File: src/rtl/nested_reader.sv
// Read-side address generator for a tile buffer: counts tile credits from the
// writer and replays the nested x/y stride pattern once per credited tile.
//
// state | meaning
// IDLE  | no tile in progress; waiting for en and a credit
// RUN   | presenting read addresses for the current tile
module nested_reader #(
  parameter int NUM_TILES  = 2,
  parameter int TILE_WORDS = 256
) (
  input  logic        clk,
  input  logic        reset,
  input  logic        en,
  input  logic        wr_tile_done,
  input  logic [15:0] offset,
  input  logic [15:0] x_max,
  input  logic [15:0] x_stride,
  input  logic [15:0] y_max,
  input  logic [15:0] y_stride_op,
  output logic [15:0] addr_out,
  output logic        addr_valid,
  input  logic        addr_ready,
  output logic        rd_tile_done,
  output logic [4:0]  credits,
  output logic        overflow
);

  localparam int          TIW  = (NUM_TILES > 1) ? $clog2(NUM_TILES) : 1;
  localparam logic [4:0]  NT5  = 5'(NUM_TILES);
  localparam logic [15:0] TW16 = 16'(TILE_WORDS);

  typedef enum logic {S_IDLE, S_RUN} state_t;

  state_t          r_state;
  state_t          w_state_nxt;
  logic [15:0]     r_x_cnt;
  logic [15:0]     r_y_cnt;
  logic [15:0]     r_acc;
  logic [TIW-1:0]  r_tile_idx;
  logic [4:0]      r_credits;
  logic            r_overflow;
  logic            r_rd_done;
  logic [15:0]     r_sh_offset;
  logic [15:0]     r_sh_x_max;
  logic [15:0]     r_sh_x_stride;
  logic [15:0]     r_sh_y_max;
  logic [15:0]     r_sh_y_stride;

  logic [15:0]     w_xm;
  logic [15:0]     w_ym;
  logic            w_x_at_max;
  logic            w_y_at_max;
  logic            w_beat;
  logic            w_last;
  logic [4:0]      w_credits_nxt;
  logic            w_ovf_set;
  logic            w_latch;
  logic [15:0]     w_tile_base;

  // Zero extents behave as one so a tile always has at least one beat.
  assign w_xm       = (r_sh_x_max == 16'd0) ? 16'd1 : r_sh_x_max;
  assign w_ym       = (r_sh_y_max == 16'd0) ? 16'd1 : r_sh_y_max;
  assign w_x_at_max = (r_x_cnt == w_xm - 16'd1);
  assign w_y_at_max = (r_y_cnt == w_ym - 16'd1);
  assign w_beat     = (r_state == S_RUN) && addr_ready;
  assign w_last     = w_beat && w_x_at_max && w_y_at_max;
  assign w_tile_base = {{(16-TIW){1'b0}}, r_tile_idx} * TW16;

  always_comb begin
    w_credits_nxt = r_credits;
    w_ovf_set     = 1'b0;
    if (wr_tile_done && !w_last) begin
      if (r_credits == NT5) w_ovf_set = 1'b1;
      else                  w_credits_nxt = r_credits + 5'd1;
    end else if (!wr_tile_done && w_last) begin
      w_credits_nxt = r_credits - 5'd1;
    end
  end

  always_comb begin
    w_state_nxt = r_state;
    w_latch     = 1'b0;
    case (r_state)
      S_IDLE: begin
        if (en && (w_credits_nxt != 5'd0)) begin
          w_state_nxt = S_RUN;
          w_latch     = 1'b1;
        end
      end
      S_RUN: begin
        if (w_last) begin
          if (en && (w_credits_nxt != 5'd0)) w_latch = 1'b1;
          else                               w_state_nxt = S_IDLE;
        end
      end
      default: w_state_nxt = S_IDLE;
    endcase
  end

  always_ff @(posedge clk) begin
    if (reset) begin
      r_state       <= S_IDLE;
      r_x_cnt       <= 16'd0;
      r_y_cnt       <= 16'd0;
      r_acc         <= 16'd0;
      r_tile_idx    <= '0;
      r_credits     <= 5'd0;
      r_overflow    <= 1'b0;
      r_rd_done     <= 1'b0;
      r_sh_offset   <= 16'd0;
      r_sh_x_max    <= 16'd0;
      r_sh_x_stride <= 16'd0;
      r_sh_y_max    <= 16'd0;
      r_sh_y_stride <= 16'd0;
    end else begin
      r_state    <= w_state_nxt;
      r_credits  <= w_credits_nxt;
      r_overflow <= r_overflow | w_ovf_set;
      r_rd_done  <= w_last;
      if (w_latch) begin
        r_sh_offset   <= offset;
        r_sh_x_max    <= x_max;
        r_sh_x_stride <= x_stride;
        r_sh_y_max    <= y_max;
        r_sh_y_stride <= y_stride_op;
      end
      if (w_last) begin
        r_x_cnt    <= 16'd0;
        r_y_cnt    <= 16'd0;
        r_acc      <= 16'd0;
        r_tile_idx <= r_tile_idx + TIW'(1);
      end else if (w_beat) begin
        if (w_x_at_max) begin
          r_x_cnt <= 16'd0;
          r_y_cnt <= w_y_at_max ? 16'd0 : r_y_cnt + 16'd1;
          r_acc   <= r_acc + r_sh_y_stride;
        end else begin
          r_x_cnt <= r_x_cnt + 16'd1;
          r_acc   <= r_acc + r_sh_x_stride;
        end
      end
    end
  end

  assign addr_out     = r_sh_offset + w_tile_base + r_acc;
  assign addr_valid   = (r_state == S_RUN);
  assign rd_tile_done = r_rd_done;
  assign credits      = r_credits;
  assign overflow     = r_overflow;

endmodule

File: config.mk
export PLATFORM = sky130hd
export DESIGN_NAME = nested_reader
export DESIGN_NICKNAME = d
export VERILOG_FILES = /design/src/rtl/nested_reader.sv
export SDC_FILE = /design/constraint.sdc
export NUM_CORES = 1
export LEC_CHECK = 0
export ABC_AREA = 1
export BUFFER_PORTS_ARGS = -buffer_cell sky130_fd_sc_hd__buf_4
export CORE_UTILIZATION = 38
export CTS_BUF_LIST = sky130_fd_sc_hd__clkbuf_4 sky130_fd_sc_hd__clkbuf_8 sky130_fd_sc_hd__clkbuf_16
export DETAILED_ROUTE_END_ITERATION = 8
export PLACE_DENSITY_LB_ADDON = 0.15
export SYNTH_ARGS = -nofsm -noshare
export SYNTH_HDL_FRONTEND = slang
export SYNTH_SLANG_ARGS = --single-unit
File: constraint.sdc
create_clock -name clk -period 4.23 [get_ports clk]
set_input_delay 0.6345 -clock clk [delete_from_list [all_inputs] [get_ports clk]]
set_output_delay 0.6345 -clock clk [all_outputs]
set_load 0.01 [all_outputs]
==> qor.txt <==
CTS clock-pin slew for the worst setup and hold paths: 70 ps
# DRC: 0
First-pass iteration count of the detailed router: 5
Routability congestion estimate from global placement: 0.8750
Clock power share: 33.0%
PnR worst setup slack: 54.24 ps
Pre-CTS setup slack: -170.6 ps
CP arrival: 4500 ps
Number of buffers added on ports: 108
Share of layout cells above drive strength 1: 19.82%
Worst rel slew slack: 41.00%
Final period utilization: 98.72%
Total gr overflow: 0
Syn_nets: 1691
Int Pwr: 0.002893 W
Root Driver: clkbuf_16
Synthesized area per cell: 6.231 sq um
Syn-to-layout area delta: 28.52%
H-tree levels: 4
DRT antenna net count: 0
Fin util: 49.53%
Starting density of the core: 38.54%
FF+latch count, synth: 137
DR vias/cell: 4.704
Tot Pwr: 0.004511 W
Clock sinks: 137
First-pass GRT wire length: 43.75 mm
N_diodes: 0
LEAKAGE: 6.712 nW
Power per cell area: 362.7 nW/um^2
Critical path class: flop to flop
CP Launch Type: flop
Iteration-0 DRC Markers: 599
Pin count of the biggest net entering global routing: 83
CTS max path bufs: 2
Ports: 109
Slew Limit Fails: 0
Asr flop ratio synth: 0%
Final period demand of the worst path: 4176 ps
Highest Clock Rate: 239.5 MHz
FILL cells: 2637
Outcome: complete, no violations
Final Hold Vio Count: 0
CP endpoint kind: flop
Least-Margin Pin Slew: 885.1 ps
Synthesized area: 9677 sq um
TritonCTS buffer count: 17
Crit path top cell by count: nand2_2
RSZ-0062 raised after global routing: true
Routed WL: 28.05 mm
Post-DP HPWL: 20.72 mm
Seq/Total Area, Yosys: 28.34%
Std cell rows: 58
Worst Path Max Fanout: 7
Antenna violations before repair: 0
Overall die height: 161.6 um
Comb power frac: 34.4%
Die Area: 26110 sq um
Yosys warns: 0
Wire length per cell: 13.57 um
Core Region: 25110 sq um
Main flop type after synthesis: dfxtp_1
Netlist cell types: 39
Cells after synthesis: 1553
Switching power: 0.001617 W
Max Cap Viol: 0
Skew-Pair Late Insertion Delay: 440 ps
CP max stage cell: fa_2
Clk_skew: 13.17 ps
Final hold slack: 474.3 ps
EDFF count, synth: 0
Sw frac: 35.85%
Final setup viols: 0
Die Wd: 161.6 um
Via count: 9719
CTS tree: yes
Worst Hold Class: input pin to flop
NumNets Final: 1861
Vias in the first global route: 8867
Part of the power in registers: 32.6%
Maximum VDD drop: 0.2106 mV
WP data required: 4550 ps
Total track usage: 21.13%
Max incr delay on CP: 350 ps
synth_stat cells, types with 21 or more instances:
| library cell | n | area (sq um) |
|---|---|---|
| xnor2_1 | 21 | 183.9 |
| clkbuf_1 | 33 | 123.9 |
| o21ai_0 | 32 | 160.2 |
| nand3_1 | 78 | 390.4 |
| nand4_1 | 103 | 644.4 |
| a21oi_1 | 68 | 340.3 |
| inv_1 | 314 | 1179 |
| dfxtp_1 | 137 | 2743 |
| nand2_1 | 355 | 1333 |
| ha_1 | 50 | 625.6 |
| nor2_1 | 205 | 769.5 |
| xor2_1 | 43 | 376.6 |
power by group through the flow:
stage	Clock [W]	Combinational, W	Sequential, W
after global routing	0.00157	0.00175	0.00148
after floorplan	0	0.000966	0.00148
final	0.00149	0.00155	0.00147
after CTS	0.00152	0.00145	0.00146
after detailed placement	0	0.00143	0.00149
after global placement	0	0.00142	0.00149
cell families after synthesis:
logic type	count (synthesis)	synth area share, %
XOR/XNOR	65	5.961
adder cells (fa/ha/maj)	53	7.086
AO/OA/AOI/OAI	127	7.176
buffers and inverters	384	15.63
flip-flops	137	28.34
AND/OR/NAND/NOR	787	35.80
layer usage:
layer	vias up	global-route usage [%]	share of wire (%)
li1	5191	-	-
met1	4323	28.24	49
met2	172	35.19	46
met3	33	3.082	3.6
met4	0	6.003	1.5
met5	-	0	0
stage by stage:
| step | cell area (sq um) | std cells | TNS [ps] |
|---|---|---|---|
| after floorplan | 9791 | 1553 | -228.3 |
| after global placement | 11380 | 2015 | -136.4 |
| after detailed placement | 11380 | 2015 | -308.9 |
| after CTS | 12000 | 2048 | 0 |
| after global routing | 12440 | 2066 | -1535 |
| final | 12440 | 2066 | 0 |
sequential cells by signal (all words and copies together) (netlist names):
register / cells
r_acc: 16
r_sh_offset: 16
r_sh_x_max: 16
r_sh_x_stride: 16
r_sh_y_max: 16
r_sh_y_stride: 16
r_x_cnt: 16
r_y_cnt: 16
credits: 5
addr_valid: 1
overflow: 1
r_tile_idx: 1
rd_tile_done: 1
placed cells by master, fill, tap and decap left out, types with 18 or more instances in the layout:
cell type,synthesis,layout
buf_4,0,189
dfxtp_1,137,127
xnor2_1,21,18
inv_2,16,20
ha_1,50,46
inv_1,314,309
nand2_1,355,340
clkbuf_16,0,21
nand3_1,78,75
o21ai_0,32,24
nor2_1,205,189
nand4_1,103,103
a21oi_1,68,59
xor2_1,43,42
final timing paths:
path                                     start     endpoint  slack, ps  depth (start not counted)
worst max-delay path            r_sh_x_max[10]    r_acc[14]         50                         34
worst min-delay path                     reset   credits[2]        470                          2
worst max register to register  r_sh_x_max[10]    r_acc[14]         50                         34
worst min register to register     r_y_cnt[14]  r_y_cnt[14]        470                          2
repair_timing:
| item | 4_1_cts | 5_1_grt |
|---|---|---|
| pin swaps | 8 | 38 |
| setup buffers | 1 | 12 |
| gates resized for setup | 12 | 63 |
| setup endpoints to repair | 3 | 89 |
| hold buffers | 0 | 0 |
| cloned | 0 | 6 |
worst max-delay path: cells and delay by family (launching register included):
kind	cells	cell delay, ps
buffers and inverters	3	250
DFF	1	330
and+or+nand+nor	18	1700
adders and majority gates	3	700
AOI/OAI and AO/OA	8	810
xor gates and xnor gates	2	280
final cells by class:
cell class,instances,area (sq um),share of cell area [%]
Inverter,330,1241,9.980
Tap cell,330,412.9,3.320
Multi-Input combinational cell,1032,5720,46.00
Timing Repair Buffer,205,1724,13.86
Clock inverter,14,138.9,1.117
Sequential cell,137,2760,22.19
Clock buffer,18,439.2,3.531
Note: power is estimated with default switching activity, not from simulation.
